--- config.mk ---
export PLATFORM = sky130hd
export DESIGN_NAME = state_machine
export DESIGN_NICKNAME = d
export VERILOG_FILES = /design/src/rtl/state_machine_pkg.sv /design/src/rtl/state_machine.sv
export SDC_FILE = /design/constraint.sdc
export NUM_CORES = 1
export LEC_CHECK = 0
export ABC_AREA = 1
export BUFFER_PORTS_ARGS = -buffer_cell sky130_fd_sc_hd__buf_2
export CORE_AREA = 2 2 39 41
export CTS_CLUSTER_SIZE = 12
export DETAILED_ROUTE_END_ITERATION = 8
export DIE_AREA = 0 0 41 43
export SLEW_MARGIN = 10
export SYNTH_ARGS = -nofsm -noshare
export SYNTH_HDL_FRONTEND = slang
export SYNTH_SLANG_ARGS = --single-unit
--- constraint.sdc ---
create_clock -name clock -period 1.7 [get_ports clock]
set_clock_uncertainty 0.05 [all_clocks]
set_input_delay 0.085 -clock clock [delete_from_list [all_inputs] [get_ports clock]]
set_output_delay 0.085 -clock clock [all_outputs]
set_load 0.1 [all_outputs]
--- src/rtl/state_machine_pkg.sv ---
// Shared definitions for the control-unit sequencer and the datapath that
// decodes its state output: field widths, state codes and opcode values.
package state_machine_pkg;

  localparam int STATE_W = 6;
  localparam int OP_W    = 6;

  // Control state codes (18..63 are unused and recover to IDLE)
  localparam logic [STATE_W-1:0] ST_IDLE   = 6'd0;
  localparam logic [STATE_W-1:0] ST_FETCH1 = 6'd1;
  localparam logic [STATE_W-1:0] ST_FETCH2 = 6'd2;
  localparam logic [STATE_W-1:0] ST_FETCH3 = 6'd3;
  localparam logic [STATE_W-1:0] ST_DECODE = 6'd4;
  localparam logic [STATE_W-1:0] ST_LOAD1  = 6'd5;
  localparam logic [STATE_W-1:0] ST_LOAD2  = 6'd6;
  localparam logic [STATE_W-1:0] ST_LOAD3  = 6'd7;
  localparam logic [STATE_W-1:0] ST_STORE1 = 6'd8;
  localparam logic [STATE_W-1:0] ST_STORE2 = 6'd9;
  localparam logic [STATE_W-1:0] ST_MOV1   = 6'd10;
  localparam logic [STATE_W-1:0] ST_ADD1   = 6'd11;
  localparam logic [STATE_W-1:0] ST_ADD2   = 6'd12;
  localparam logic [STATE_W-1:0] ST_SUB1   = 6'd13;
  localparam logic [STATE_W-1:0] ST_SUB2   = 6'd14;
  localparam logic [STATE_W-1:0] ST_JUMP1  = 6'd15;
  localparam logic [STATE_W-1:0] ST_JUMP2  = 6'd16;
  localparam logic [STATE_W-1:0] ST_HALT1  = 6'd17;

  // Opcodes held in IR[15:10]; 8..63 are illegal and execute as NOP
  localparam logic [OP_W-1:0] OP_NOP   = 6'd0;
  localparam logic [OP_W-1:0] OP_LOAD  = 6'd1;
  localparam logic [OP_W-1:0] OP_STORE = 6'd2;
  localparam logic [OP_W-1:0] OP_MOV   = 6'd3;
  localparam logic [OP_W-1:0] OP_ADD   = 6'd4;
  localparam logic [OP_W-1:0] OP_SUB   = 6'd5;
  localparam logic [OP_W-1:0] OP_JUMP  = 6'd6;
  localparam logic [OP_W-1:0] OP_HALT  = 6'd7;

endpackage

--- src/rtl/state_machine.sv ---
// Control-unit sequencer of the 16-bit multi-cycle processor.
// Walks fetch / decode / per-opcode execute steps and presents the
// registered state code to the datapath.
// Optional feature: define STATE_MACHINE_HALT_EN to make opcode 7 stop the
// machine (DECODE -> HALT1 -> IDLE). Without it opcode 7 runs as a NOP and
// only reset leaves the run loop.
module state_machine
  import state_machine_pkg::*;
(
  input  logic               clock,
  input  logic               reset,
  input  logic               start,
  input  logic [15:0]        IR,
  output logic [STATE_W-1:0] state
);

  logic [STATE_W-1:0] state_q;
  logic [STATE_W-1:0] state_d;
  logic [OP_W-1:0]    opcode;
  logic               ir_unused;

  assign opcode    = IR[15:10];
  // Operand fields belong to the datapath; the sequencer only needs the opcode
  assign ir_unused = ^IR[9:0];

  // State register: synchronous reset dominates every transition
  always_ff @(posedge clock) begin
    if (reset) begin
      state_q <= ST_IDLE;
    end else begin
      state_q <= state_d;
    end
  end

  // Next-state logic: IR is only consulted in DECODE, start only in IDLE
  always_comb begin
    state_d = ST_IDLE;
    case (state_q)
      ST_IDLE:   state_d = start ? ST_FETCH1 : ST_IDLE;
      ST_FETCH1: state_d = ST_FETCH2;
      ST_FETCH2: state_d = ST_FETCH3;
      ST_FETCH3: state_d = ST_DECODE;
      ST_DECODE: begin
        case (opcode)
          OP_NOP:   state_d = ST_FETCH1;
          OP_LOAD:  state_d = ST_LOAD1;
          OP_STORE: state_d = ST_STORE1;
          OP_MOV:   state_d = ST_MOV1;
          OP_ADD:   state_d = ST_ADD1;
          OP_SUB:   state_d = ST_SUB1;
          OP_JUMP:  state_d = ST_JUMP1;
`ifdef STATE_MACHINE_HALT_EN
          OP_HALT:  state_d = ST_HALT1;
`endif
          // Illegal opcodes behave as NOP
          default:  state_d = ST_FETCH1;
        endcase
      end
      ST_LOAD1:  state_d = ST_LOAD2;
      ST_LOAD2:  state_d = ST_LOAD3;
      ST_LOAD3:  state_d = ST_FETCH1;
      ST_STORE1: state_d = ST_STORE2;
      ST_STORE2: state_d = ST_FETCH1;
      ST_MOV1:   state_d = ST_FETCH1;
      ST_ADD1:   state_d = ST_ADD2;
      ST_ADD2:   state_d = ST_FETCH1;
      ST_SUB1:   state_d = ST_SUB2;
      ST_SUB2:   state_d = ST_FETCH1;
      ST_JUMP1:  state_d = ST_JUMP2;
      ST_JUMP2:  state_d = ST_FETCH1;
`ifdef STATE_MACHINE_HALT_EN
      ST_HALT1:  state_d = ST_IDLE;
`endif
      // Unused codes (and HALT1 when halting is not built) fall back to IDLE
      default:   state_d = ST_IDLE;
    endcase
  end

  // Output logic: the datapath sees the state register directly
  always_comb begin
    state = state_q;
  end

endmodule

==> impl_results.md, run 1 <==
* Outcome: complete, no violations
* Critical Path Fanout Max at 8
* Setup TNS after final layout at 0 ns
* Worst-skew pair later-pin latency at around 0.24 ns
* Shortest clock period the worst path allows after layout at 1.26 ns
* GRT Overall Usage at approximately 15%
* Iter 0 DRT Violations at 7
* Max Clock Freq at ~790 MHz
* Port bufs at 13
* Routed Antenna Nets at 0
* Syn_area_per_cell at between 5 and 6 sq um
* Async set-or-reset flop fraction in the synthesized netlist at 0%
* Clock Path Buffers at 2
* Clk root buf: clkbuf_4
* Required time of the critical path at roughly 1.6 ns
* Post-Synth XOR/XNOR Area at 0%
* Remaining DRCs at 0
* Final hold vios at 0
* Final #Nets at roughly 120
* Floorplan die area at 1760 sq um
* Synthesized cell area at approximately 440 sq um
* Sort of element at the start of the critical path: flop
* Share of cell area taken by muxes after synthesis at 0%
* Filler cell count in the final layout at approximately 160
* Area fraction in and, or, nand and nor cells after synthesis at between 50 and 60%
* Routed wire per std cell at about 9 um
* Unrepaired setup endpoints after global routing: no
* Clock tree from TritonCTS: done
* Synth-to-layout area growth at 27.6%
* Detailed-route vias per instance at 4.79
* DP Wirelength at about 900 um
* Placement row count at 14
* Slew Viols, Final at 0
* Drt first pass iters at 4
* Top_reg_cell synth: dfxtp_1
* Via count of the first global-routing pass at about 470
* Top Ports at 25
* Hold slack at roughly 0.15 ns
* Y dimension of the die at 43 um
* Synth area leaders: nand2_1, dfxtp_1, nor2_1
* Synth unique cells at 17
* Arrival time at the worst endpoint at approximately 1.1 ns
* Setup-failing EPs final at 0
* Effective utilization at floorplan at between 30% and 40%
* Static power due to leakage at between 0.3 and 0.4 nW
* Max reg flops at 5
* RePlAce Congestion at ~0.8
* Post-synthesis sequential element count at 5
* Part of the Yosys area used for sequential elements at between 20% and 30%
* Post-Syn Nets at 103
* Largest delay contributor family on the critical path: buffers and inverters
* Number of maximum-capacitance constraint violations at 0
* Number of H-tree levels at 1
* Fraction of layout cells with a size suffix above 1 at 27.7%
* Largest family of logic cells by synthesized area: simple AND/OR/NAND/NOR gates
* Number of warnings issued by yosys at 0
* Core Region at about 1400 sq um
* Clock slew at reported path FFs at about 0.05 ns
* Number of instances resized during post-cts repair at 0
* Buffers & Inverters on Critical Path at 1
* Pin count of the biggest net entering global routing at 9
* Category of the critical setup timing path: reg2out
* Die boundary width at ~41 um
* Post-synthesis adder-cell area fraction at 0%
* Gr ovfl total at 0
* Largest stage delay on the critical path at 0.46 ns
* Areal power density over the cells at between 700 and 800 nW/um^2
* Number of buffers added by the clock tree synthesis step at 3
* Post-Synthesis Cells at 84
* Critical-path cell list: buf_2
* Leading area contributor after synthesis: nand2_1
* Fraction of the mapped netlist area in compound gates at between 9 and 10%
* Wire length of the first global-routing pass at between 1.5 and 2 mm
* Post-route fraction of the period consumed by the critical path at between 70% and 80%
* EDFF count, synth at 0
* Number of antenna violations at the first check in global routing at 0
* Final wirelength at roughly 1.1 mm
* Capturing element type of the critical path: output port
* Yosys top cell area share at a little under a quarter
* Number of antenna diodes at 0
* Maximum VDD drop at around 0.00054 V
* Detailed-route via count at 560
* CTS Sinks at 5
* Worst hold path class: in2reg
* Slowest CP cell: buf_2
-- layout make-up --
cell class	instances	area [sq um]	share of cell area, %
multi-input combinational	65	283	50.4
sequential	5	106	19.0
timing repair buffer	14	75.1	13.4
inverter	13	48.8	8.71
clock buffer	3	22.5	4.02
tap	16	20.0	3.57
clock inverter	1	5.00	0.893
-- synth_stat cells (2+ instances only) --
master and count:
nand2_1 27, dfxtp_1 5, nor2_1 13, nand3_1 5, nand4_1 2, o21ai_0 2, inv_1 10, a21oi_1 5
nor2_2 3, nor3_1 4, inv_2 2
-- worst min-delay path: cells and delay by family --
family / cells / cell delay [ns]
buffers and inverters: 1 / 0.09
AOI/OAI and AO/OA: 1 / 0.05
and+or+nand+nor: 4 / 0.18
-- metrics by stage --
step / power, mW / instance area (sq um) / setup WS [ns] / std cells / util [%]
2_1_floorplan: 0.237 / 445 / 0.266 / 84 / -
3_3_place_gp: 0.267 / 523 / 0.554 / 112 / 37.8
3_5_place_dp: 0.266 / 523 / 0.570 / 112 / 37.8
4_1_cts: 0.409 / 561 / 0.435 / 117 / 40.5
5_1_grt: 0.431 / 561 / 0.403 / 117 / 40.5
6_report: 0.403 / 561 / 0.437 / 117 / 40.5
-- path summary, 6_finish.rpt --
check | from | endpoint | slack (ns) | cells after the start
setup / recovery | state[1] | state[1] | 0.44 | 1
hold / removal | IR[14] | state[2] | 0.15 | 6
setup reg to reg | state[0] | state[2] | 0.55 | 7
hold reg to reg | state[4] | state[4] | 0.47 | 1
-- power by group --
part | switching [mW] | total, mW | internal (mW)
registers | 0.0132 | 0.138 | 0.125
clock network | 0.0514 | 0.137 | 0.0852
logic | 0.0964 | 0.128 | 0.0317
total | 0.161 | 0.403 | 0.242
-- cell families (layout without fill, tap and decap cells) --
kind of cell / count (synthesis) / count (layout)
buf+inv: 14 / 31
compound gates: 8 / 8
flops: 5 / 5
other cells: 1 / 1
simple gates: 56 / 56
-- per-layer routing --
layer  track usage (%)  part of all wire (%)
met1              19.9                    48
met2              24.1                    47
met3              6.28                   5.1
met4              2.00                     0
met5                 0                     0
-- cell usage in the layout, fill, tap and decap left out, drive strengths merged --
master       Yosys  layout
a21oi            5       5
buf              1      13
clkbuf           0       3
clkinv           1       2
conb             1       1
dfxtp            5       5
dlygate4sd3      0       1
inv             12      12
nand2           28      28
nand3            5       5
nand4            2       2
nor2            16      16
nor3             4       4
nor4             1       1
o21ai            3       3
-- timing repair --
action,4_1_cts,5_1_grt
hold buffers,1,0
hold endpoints to repair,2,0
buffers inserted,0,0
setup endpoints to repair,0,0
(Power assumes the default switching activity.)
==> run 2, diff against run 1 <==
--- a/config.mk
+++ b/config.mk
@@ -5,7 +5,7 @@
 export SDC_FILE = /design/constraint.sdc
 export NUM_CORES = 1
 export LEC_CHECK = 0
-export ABC_AREA = 1
+export ABC_AREA = 0
 export BUFFER_PORTS_ARGS = -buffer_cell sky130_fd_sc_hd__buf_2
 export CORE_AREA = 2 2 39 41
 export CTS_CLUSTER_SIZE = 12
==> constraint.sdc (replaced) <==
create_clock -name clock -period 1.2 [get_ports clock]
set_clock_uncertainty 0.05 [all_clocks]
set_input_delay 0.06 -clock clock [delete_from_list [all_inputs] [get_ports clock]]
set_output_delay 0.06 -clock clock [all_outputs]
set_load 0.1 [all_outputs]
==> run 2 against run 1 <==
Against the previous run:
- the flow now finishes with violations (setup timing)
- wire length rose by 12%
- area after synthesis increased by 3.7%
- global-route usage grew 0.89 points
- count of clock-buffer cells in the layout rose by 1
- critical path depth is 3 higher
- sequential share of layout area shrank 3.6 points
==> impl_results.md, run 2 <==
* Register-to-register setup slack at -0.14 ns (-0.69 ns)
* Gr ovfl total at 0 (unchanged)
* RePlAce Congestion at 0.800 (+2.6%)
* Unrepaired setup endpoints after global routing: yes
* Category of the critical setup timing path: reg2reg
* Hold Path Origin: reset
* Part of the Yosys area used for sequential elements at 22.0% (-0.81 points)
* Synth area leaders: dfxtp_1, buf_4, buf_6
* Arrival time at the worst endpoint at 1.46 ns (+0.33 ns)
* Launch instance of the worst register-to-register path: state[1]
* Core Region at 1380 sq um (unchanged)
* Buffers & Inverters on Critical Path at 0 (-1)
* Critical Path Fanout Max at 3 (-5)
* Worst hold path class: in2reg
* Library cell with the highest instance count after synthesis: dfxtp_1
* Total design power at 1.51 mW (+280%)
* Final standard cell count with taps included and fillers excluded at 98 (-16%)
* Post-Synthesis Cells at 56 (-33%)
* Count of cells along the worst hold path at 2 (-4)
* Number of H-tree levels at 1 (unchanged)
* Number of antenna diodes at 0 (unchanged)
* Critical-path cell list: nand2b_4, or4_4, o22ai_2, o21a_1
* Cell count of the worst reg-to-reg path at 4 (-3)
* Drt first pass iters at 4 (unchanged)
* Async set-or-reset flop fraction in the synthesized netlist at 0% (unchanged)
* Top Ports at 25 (unchanged)
* Slew Viols, Final at 0 (unchanged)
* Static power due to leakage at 0.311 nW (+0.28%)
* Detailed-route vias per instance at 5.15 (+7.7%)
* Post-Route Utilization at 55.7% (+15 points)
* Final wirelength at 1.19 mm (+12%)
* Number of antenna violations at the first check in global routing at 0 (unchanged)
* Top post-synthesis cells by count: dfxtp_1, nand2_1, nor2_1
* Remaining DRCs at 0 (unchanged)
* Routed Antenna Nets at 0 (unchanged)
* Most frequent standard cell in the layout excluding fill and tap cells: buf_4
* Hold worst-path end: state[1]
* Worst flop-to-flop path endpoint: state[0]
* Final hold vios at 0 (unchanged)
* Sort of element at the start of the critical path: flop
* Fraction of layout cells with a size suffix above 1 at 56.1% (+28 points)
* Clock Path Buffers at 2 (unchanged)
* Setup-failing EPs final at 4 (+4)
* Outcome: finished with violations
* Capturing element type of the critical path: flop
* Final #Nets at 102 (-16%)
* Via count of the first global-routing pass at 498 (+5.7%)
* Largest stage delay on the critical path at 0.45 ns (about the same)
* Max Clock Freq at 749 MHz
* Number of warnings issued by yosys at 0 (unchanged)
* Number of buffers added by the clock tree synthesis step at 3 (unchanged)
* Maximum VDD drop at 0.00131 V (+140%)
* Largest delay contributor family on the critical path: simple AND/OR/NAND/NOR gates
* Final worst-path setup slack at -0.136 ns (-0.573 ns)
* Post-Syn Nets at 75 (-27%)
* Max reg flops at 5 (unchanged)
* Yosys top cell area share at 22.0% (-1.1 points)
* Synth unique cells at 31 (+14)
* CTS Sinks at 5 (unchanged)
* Floorplan die area at 1760 sq um (unchanged)
* Clock tree from TritonCTS: done
* Effective utilization at floorplan at 32.9% (+1.2 points)
* Required time of the critical path at 1.32 ns (-0.24 ns)
* Clock slew at reported path FFs at 0.04 ns (about the same)
* Shortest clock period the worst path allows after layout at 1.34 ns
* Iter 0 DRT Violations at 19 (+12)
* DP Wirelength at 875 um (-1.0%)
* Placement row count at 14 (unchanged)
* EDFF count, synth at 0 (unchanged)
* Worst Setup Slack post-DPL at -0.126 ns (-0.697 ns)
* Top_reg_cell synth: dfxtp_1
* Filler cell count in the final layout at 125 (-20%)
* # placed instances at 92 (-18%)
* Leading area contributor after synthesis: dfxtp_1
* Syn_area_per_cell at 8.13 sq um (+56%)
* Areal power density over the cells at 1960 nW/um^2 (+170%)
* Worst-skew pair later-pin latency at 0.23 ns (about the same)
* Pin count of the biggest net entering global routing at 13 (+4)
* Number of maximum-capacitance constraint violations at 0 (unchanged)
* Placed Instance Area at 694 sq um (+33%)
* Failing checks: setup timing
* Post-route fraction of the period consumed by the critical path at 111%
* Die boundary width at 41 um (unchanged)
* Port bufs at 13 (unchanged)
* Routed wire per std cell at 12.2 um (+33%)
* Hold slack at 0.0340 ns (-0.116 ns)
* Area of all placed cells without fillers at 771 sq um (+37%)
* Slowest CP cell: or4_4
* Clk root buf: clkbuf_4
* Commonest cells after routing, fill and taps aside: buf_4, buf_2, buf_12, dfxtp_4, nand2_1
* GRT Overall Usage at 16.3% (+0.89 points)
* Post-synthesis sequential element count at 5 (unchanged)
* Detailed-route via count at 505 (-9.8%)
* Y dimension of the die at 43 um (unchanged)
* Synth-to-layout area growth at 69.2%
* Setup TNS after final layout at -0.453 ns (-0.453 ns)
* Synthesized cell area at 455 sq um (+3.7%)
* Wire length of the first global-routing pass at 1.96 mm (+4.4%)
-- run 2: cell count changes after synthesis, moves of 3 or more --
cell | previous run | this run
inv_1 | 10 | 0
o21a_1 | 0 | 3
nor2b_1 | 0 | 3
nand3_1 | 5 | 1
nand2_1 | 27 | 4
nor2_1 | 13 | 4
nor2_2 | 3 | 0
nor3b_1 | 0 | 3
-- run 2: worst max-delay path by stage --
| stage | cells past startpoint | endpoint | start | slack (ns) |
|---|---|---|---|---|
| after floorplan | 5 | state[2] | state[2] | -0.37 |
| after global placement | 3 | state[2] | state[0] | -0.12 |
| after detailed placement | 4 | state[3] | state[1] | -0.13 |
| after CTS | 4 | state[3] | state[1] | -0.11 |
| after global routing | 4 | state[3] | state[1] | -0.17 |
| final | 4 | state[0] | state[1] | -0.14 |
-- run 2: layer usage --
metal / track usage, % / vias to the layer above / share of wire, %
li1: - / 253 / -
met1: 17.3 / 234 / 39
met2: 26.6 / 16 / 57
met3: 3.66 / 2 / 2.8
met4: 11.3 / 0 / 1.5
met5: 0 / - / 0
-- run 2: what timing repair did --
action	CTS	global route
hold buffers	1	0
setup buffers	1	0
resized for setup	5	1
endpoints found under the hold margin	1	0
cloned	0	0
pin swaps	2	0
endpoints found under the setup margin	4	4
-- run 2: logic make-up after synthesis --
| logic type | count (synthesis) | share of synthesized area [%] |
|---|---|---|
| compound gates | 13 | 19.0 |
| xor+xnor | 2 | 3.85 |
| buf+inv | 6 | 11.0 |
| flops | 5 | 22.0 |
| mux | 3 | 7.14 |
| other cells | 1 | 0.823 |
| simple gates | 26 | 36.3 |
-- run 2: cell type report --
cell class | instances | area (sq um) | share of cell area [%]
clock buffers | 4 | 26.3 | 3.41
well taps | 16 | 20.0 | 2.60
repair buffers | 28 | 268 | 34.7
flip-flops and latches | 5 | 119 | 15.4
multi-input cells | 45 | 338 | 43.8
-- run 2: report_power, final --
group	switching (mW)	leakage, nW	total [mW]	internal, mW
clock network	0.0598	0.0150	0.185	0.125
registers	0.0451	0.0445	0.266	0.221
logic	0.585	0.252	1.06	0.476
